[config.mk]
export PLATFORM = sky130hd
export DESIGN_NAME = tm_warp_dispatcher
export DESIGN_NICKNAME = d
export VERILOG_FILES = /design/src/rtl/tm_warp_dispatcher.sv
export SDC_FILE = /design/constraint.sdc
export NUM_CORES = 1
export LEC_CHECK = 0
export ABC_CLOCK_PERIOD_IN_PS = 4300
export BUFFER_PORTS_ARGS = -buffer_cell sky130_fd_sc_hd__buf_2
export CAP_MARGIN = 25
export CORE_MARGIN = 3
export CORE_UTILIZATION = 55
export CTS_CLUSTER_SIZE = 10
export DETAILED_ROUTE_END_ITERATION = 10
export GPL_TIMING_DRIVEN = 1
export PLACE_DENSITY = 0.75
export SYNTH_ARGS = -nofsm -noshare
export SYNTH_HDL_FRONTEND = slang
export SYNTH_SLANG_ARGS = --single-unit
export TNS_END_PERCENT = 30
[constraint.sdc]
create_clock -name clk -period 4.3 [get_ports clk]
set_input_delay 0.43 -clock clk [delete_from_list [all_inputs] [get_ports clk]]
set_output_delay 0.43 -clock clk [all_outputs]
set_load 0.01 [all_outputs]
[src/rtl/tm_warp_dispatcher.sv]
// Task-manager launch dispatcher: queues software-warp launches, binds each to the lowest
// free hardware warp slot, runs the RAU allocation handshake and tracks slot occupancy.
module tm_warp_dispatcher #(
  parameter int NUM_HW_WARPS = 8,
  parameter int SW_ID_W      = 1,
  parameter int QDEPTH       = 4,
  parameter int TIMEOUT      = 63
) (
  input  logic                    clk,
  input  logic                    rst,
  input  logic                    i_Launch_Valid,
  input  logic [SW_ID_W-1:0]      i_Launch_SWWarp,
  input  logic [2:0]              i_Launch_Nreq,
  output logic                    o_Launch_Ready,
  output logic                    o_AlloEN_TM_RAU,
  output logic [2:0]              o_Nreq_TM_RAU,
  output logic [2:0]              o_HWWarp_TM_RAU,
  output logic [SW_ID_W-1:0]      o_SWWarp_TM_RAU,
  input  logic [4:0]              i_Available_RAU_TM,
  input  logic                    i_Req_Done,
  input  logic                    i_ExitEN_IB_RAU,
  input  logic [2:0]              i_ExitWarpID_IB_RAU,
  output logic [NUM_HW_WARPS-1:0] o_WarpActive,
  output logic                    o_Dispatch_Valid,
  output logic [2:0]              o_Dispatch_HWWarp,
  output logic [SW_ID_W-1:0]      o_Dispatch_SWWarp,
  output logic                    o_Err_Timeout,
  output logic                    o_Err_SpurExit
);

  localparam int QAW = $clog2(QDEPTH);
  localparam int CW  = $clog2(TIMEOUT + 1);

  typedef enum logic [1:0] {S_IDLE, S_REQ, S_WAIT, S_COMMIT} state_t;

  state_t                    r_state;
  logic [SW_ID_W+2:0]        r_fifo [QDEPTH];
  logic [QAW:0]              r_wptr, r_rptr;
  logic [CW-1:0]             r_wait_cnt;
  logic [NUM_HW_WARPS-1:0]   r_warp_active;
  logic                      r_allo_en, r_disp_valid, r_err_to, r_err_spur;
  logic [2:0]                r_nreq_tm, r_hw_tm, r_disp_hw;
  logic [SW_ID_W-1:0]        r_sw_tm, r_disp_sw;

  logic [QAW:0]              w_count;
  logic                      w_full, w_empty, w_push;
  logic [2:0]                w_head_nreq;
  logic [SW_ID_W-1:0]        w_head_sw;
  logic [3:0]                w_need;
  logic                      w_eligible, w_commit;
  logic [2:0]                w_free_slot, w_commit_slot;
  logic [SW_ID_W-1:0]        w_commit_sw;
  logic [NUM_HW_WARPS-1:0]   w_mask_next;

  assign w_count     = r_wptr - r_rptr;
  assign w_full      = (w_count == (QAW+1)'(QDEPTH));
  assign w_empty     = (r_wptr == r_rptr);
  assign w_push      = i_Launch_Valid & ~w_full;
  assign w_head_nreq = r_fifo[r_rptr[QAW-1:0]][2:0];
  assign w_head_sw   = r_fifo[r_rptr[QAW-1:0]][SW_ID_W+2:3];
  // RAU hands out registers in pairs, so an odd request consumes one extra.
  assign w_need      = {1'b0, w_head_nreq} + {3'b000, w_head_nreq[0]};

  assign w_eligible = ~w_empty & ~(&r_warp_active) &
                      ({1'b0, w_need} <= i_Available_RAU_TM) & ~i_ExitEN_IB_RAU;
  assign w_commit   = ((r_state == S_IDLE) & w_eligible & (w_head_nreq == 3'd0)) |
                      ((r_state == S_WAIT) & i_Req_Done);
  assign w_commit_slot = (r_state == S_IDLE) ? w_free_slot : r_hw_tm;
  assign w_commit_sw   = (r_state == S_IDLE) ? w_head_sw   : r_sw_tm;

  // Lowest-index inactive hardware warp slot.
  always_comb begin
    w_free_slot = 3'd0;
    for (int i = NUM_HW_WARPS - 1; i >= 0; i--) begin
      if (!r_warp_active[i]) begin
        w_free_slot = 3'(i);
      end else begin
        w_free_slot = w_free_slot;
      end
    end
  end

  // Exit clears its slot first so a same-edge commit to that slot wins.
  always_comb begin
    w_mask_next = r_warp_active;
    if (i_ExitEN_IB_RAU) begin
      w_mask_next[i_ExitWarpID_IB_RAU] = 1'b0;
    end else begin
      w_mask_next = w_mask_next;
    end
    if (w_commit) begin
      w_mask_next[w_commit_slot] = 1'b1;
    end else begin
      w_mask_next = w_mask_next;
    end
  end

  // Launch FIFO storage; occupancy lives in the pointers.
  always_ff @(posedge clk) begin
    if (w_push) begin
      r_fifo[r_wptr[QAW-1:0]] <= {i_Launch_SWWarp, i_Launch_Nreq};
    end
  end

  // Allocation FSM, FIFO pointers, slot mask and sticky error flags.
  always_ff @(posedge clk) begin
    if (!rst) begin
      r_state       <= S_IDLE;
      r_wptr        <= '0;
      r_rptr        <= '0;
      r_wait_cnt    <= '0;
      r_warp_active <= '0;
      r_allo_en     <= 1'b0;
      r_nreq_tm     <= 3'd0;
      r_hw_tm       <= 3'd0;
      r_sw_tm       <= '0;
      r_disp_valid  <= 1'b0;
      r_disp_hw     <= 3'd0;
      r_disp_sw     <= '0;
      r_err_to      <= 1'b0;
      r_err_spur    <= 1'b0;
    end else begin
      r_allo_en     <= 1'b0;
      r_disp_valid  <= w_commit;
      r_disp_hw     <= w_commit ? w_commit_slot : 3'd0;
      r_disp_sw     <= w_commit ? w_commit_sw : '0;
      r_warp_active <= w_mask_next;
      if (w_push)   r_wptr <= r_wptr + 1'b1;
      if (w_commit) r_rptr <= r_rptr + 1'b1;
      if (i_ExitEN_IB_RAU && !r_warp_active[i_ExitWarpID_IB_RAU]) r_err_spur <= 1'b1;
      case (r_state)
        S_IDLE: begin
          if (w_eligible && (w_head_nreq == 3'd0)) begin
            r_state <= S_COMMIT;
          end else if (w_eligible) begin
            r_state   <= S_REQ;
            r_allo_en <= 1'b1;
            r_nreq_tm <= w_head_nreq;
            r_hw_tm   <= w_free_slot;
            r_sw_tm   <= w_head_sw;
          end
        end
        S_REQ: begin
          r_state    <= S_WAIT;
          r_wait_cnt <= '0;
        end
        S_WAIT: begin
          if (i_Req_Done || (r_wait_cnt == CW'(TIMEOUT - 1))) begin
            r_state   <= i_Req_Done ? S_COMMIT : S_IDLE;
            r_err_to  <= r_err_to | ~i_Req_Done;
            r_nreq_tm <= 3'd0;
            r_hw_tm   <= 3'd0;
            r_sw_tm   <= '0;
          end else begin
            r_wait_cnt <= r_wait_cnt + 1'b1;
          end
        end
        S_COMMIT: r_state <= S_IDLE;
        default:  r_state <= S_IDLE;
      endcase
    end
  end

  assign o_Launch_Ready    = ~w_full;
  assign o_AlloEN_TM_RAU   = r_allo_en;
  assign o_Nreq_TM_RAU     = r_nreq_tm;
  assign o_HWWarp_TM_RAU   = r_hw_tm;
  assign o_SWWarp_TM_RAU   = r_sw_tm;
  assign o_WarpActive      = r_warp_active;
  assign o_Dispatch_Valid  = r_disp_valid;
  assign o_Dispatch_HWWarp = r_disp_hw;
  assign o_Dispatch_SWWarp = r_disp_sw;
  assign o_Err_Timeout     = r_err_to;
  assign o_Err_SpurExit    = r_err_spur;

endmodule

==> metrics <==
outcome completed; Clock transition at path regs 0.10 ns; Worst-Skew Late Latency 0.30 ns; crit end category register; total congestion overflow 0; top_reg_cell synth dfxtp_1; ANT nets after route 0; synthesized flop and latch total 55; I/O Buffers 40; WL final 5.00 mm; Hold Path Depth 1; clock root buffer clkbuf_8; r2r endpoint o_Nreq_TM_RAU[2]$_SDFFE_PN0P_; count of final hold-check violations 0; Ant. Diodes 0; die width 74.1 µm; Num CTS Buffers 5; worst path required time 4.56 ns; Post-Syn Area 2550 µm²; Tmin final 3.61 ns; H-tree depth 2; max cap viols 0; Post-synth ARST share 0; r2r setup slk 0.69 ns; post-synth top area share 0.306; CP Launch Type register; DR pass1 iterations 4; HP Start i_Launch_Nreq[1]; Worst Skew 0.00853 ns; most area-consuming cells after synthesis dfxtp_1 31%, edfxtp_1 19%, ha_1 6.9%; Peak VDD IR 0.230 mV; fin. max-slew vios 0; r2r worst-path depth 9; DP Wirelength 3.77 mm; antenna violations before repair 0; CTS Hold Bufs 0; Avg Cell Area, Syn 10.8 µm²; total number of vias 1917; maximum number of pins on one net before global-route repair 18; Chip Height 74.1 µm; wire length per cell 15.1 µm; Ys Warns 0; initial core utilization 0.578; Tot GR Track Use 0.199; Hold WS 0.338 ns; RSZ-0062 raised after global routing false; DIE AREA 5490 µm²; endpoints failing setup 0; GP Congestion 0.809; postcts setup bufs 0; sequential area share after synthesis 0.494; placed insts 324; Longest Clk Path Bufs 2; critical path fanouts, max 7; PD cells 365 nW/µm²; Final Non-Filler Cells 332; Post-CTS Resized 0; Slew HR 0.449; Hold Crit Endpoint r_fifo[3][1]$_DFFE_PP_; Via density 5.77; vias in the first global route 1809; CTS Sinks 55; cell taking the most area after synthesis dfxtp_1; Synth Instances 237; post-synth net total 268; Worst EP arrival 3.86 ns; type of the worst setup path register to register; Hold Crit Class input pin to register; period utilization 0.838; DR DRC count 0; leakage 1.17 nW; CTS tree built; Core ar. 4410 µm²; Post-synth EDFFs 16; ratio of cells with drive above 1 in the final layout 0.211; filler cell count 370; num ports 41; Std-Cell Rows 24; first-pass GRT wire length 8.56 mm; Area Overhead vs Synth 13.1%; Synth cell types 50; initial DRC count 81; worst slew pin tran 0.819 ns; Final #Nets 310; Final Util 0.654; Max Fclk 277 MHz; setup TNS 0 ns
worst max-delay path by stage:
stage / from / to / slack, ns / cells after the start
2_1_floorplan: register / o_Nreq_TM_RAU[2]$_SDFFE_PN0P_ / 1.08 / 9
3_3_place_gp: register / o_Nreq_TM_RAU[2]$_SDFFE_PN0P_ / 0.77 / 9
3_5_place_dp: register / o_Nreq_TM_RAU[2]$_SDFFE_PN0P_ / 0.67 / 9
4_1_cts: register / o_Nreq_TM_RAU[2]$_SDFFE_PN0P_ / 0.66 / 9
5_1_grt: register / o_Nreq_TM_RAU[2]$_SDFFE_PN0P_ / 0.39 / 9
6_report: register / o_Nreq_TM_RAU[2]$_SDFFE_PN0P_ / 0.69 / 9
state kept, by name, summed over array words and instances (netlist names), 2 cells and up, named ones only:
name               cells
r_fifo                16
o_WarpActive           8
r_wait_cnt             6
o_Dispatch_HWWarp      3
o_HWWarp_TM_RAU        3
o_Nreq_TM_RAU          3
r_rptr                 3
r_wptr                 3
r_state                2
Yosys cell counts (2+ instances only):
cell type	count
nand2_1	19
xor2_1	4
o21a_1	2
o211ai_1	6
a211oi_1	3
nand3_1	3
o221ai_1	2
or3_1	2
or2_2	2
ha_1	14
and3_1	2
o311ai_0	2
a22o_1	3
a21oi_1	10
nand2b_1	6
o31ai_1	3
a31oi_1	3
inv_1	14
edfxtp_1	16
clkbuf_1	4
and2_1	5
mux4_2	3
a32o_1	3
xnor2_1	2
o21ai_0	13
mux2i_1	4
nor2_1	18
nor2b_1	4
a41oi_1	2
nand4_1	3
dfxtp_1	39
mux4_1	3
cells in the final DEF, fill, tap and decap left out, types with 5 or more instances in the layout:
master,count
ha_1,14
and2_1,5
clkbuf_8,5
o211ai_1,6
o21ai_0,13
nand2b_1,6
inv_1,14
nor2_1,18
edfxtp_1,16
buf_2,40
nand2_1,19
a21oi_1,10
dfxtp_1,39
where the power goes:
group | switching (mW) | leakage (nW) | internal, mW | total (mW)
logic | 0.106 | 0.667 | 0.0802 | 0.186
clock network | 0.166 | 0.0363 | 0.113 | 0.279
registers | 0.0264 | 0.462 | 0.563 | 0.590
total | 0.298 | 1.17 | 0.757 | 1.05
kinds of logic (layout without fill, tap and decap cells):
kind of cell               count (synthesis)  after routing  synth area share
muxes                                     11             11            0.0775
buffers and inverters                     19             62            0.0284
xor gates and xnor gates                   6              6            0.0206
AOI/OAI and AO/OA                         57             57             0.155
DFF                                       55             55             0.494
and+or+nand+nor                           75             75             0.155
adders and majority gates                 14             14            0.0687
layout make-up:
cell class	count	area, µm²	share of cell area
sequential	55	1260	0.437
timing repair buffer	40	200	0.0694
multi-input combinational	163	1220	0.422
clock buffer	5	68.8	0.0239
tap	52	65.1	0.0225
inverter	14	52.6	0.0182
clock inverter	3	20.0	0.00694
worst max-delay path: stages (launching register included):
cell	delay, ns
dfxtp_1	0.43
mux4_1	0.64
ha_1	0.24
xor2_1	0.16
ha_1	0.28
and4b_1	0.19
nor4_1	0.49
nor3b_1	0.15
o31ai_1	0.70
a22o_2	0.26
per-stage QoR:
step | power [mW] | worst slack, ns | area, µm²
floorplan | 0.732 | 1.08 | 2550
global placement | 0.783 | 0.768 | 2800
detailed placement | 0.789 | 0.675 | 2800
CTS | 1.06 | 0.657 | 2890
global route | 1.11 | 0.386 | 2890
finish | 1.05 | 0.695 | 2890
layer usage:
metal / vias up / global-route usage / wire length [µm]
met5: - / 0 / 0
met4: 0 / 0.0503 / 48
met3: 8 / 0.0419 / 211
met2: 46 / 0.313 / 2340
met1: 897 / 0.282 / 2390
li1: 966 / - / -
Power figures use the tool's default switching activity.
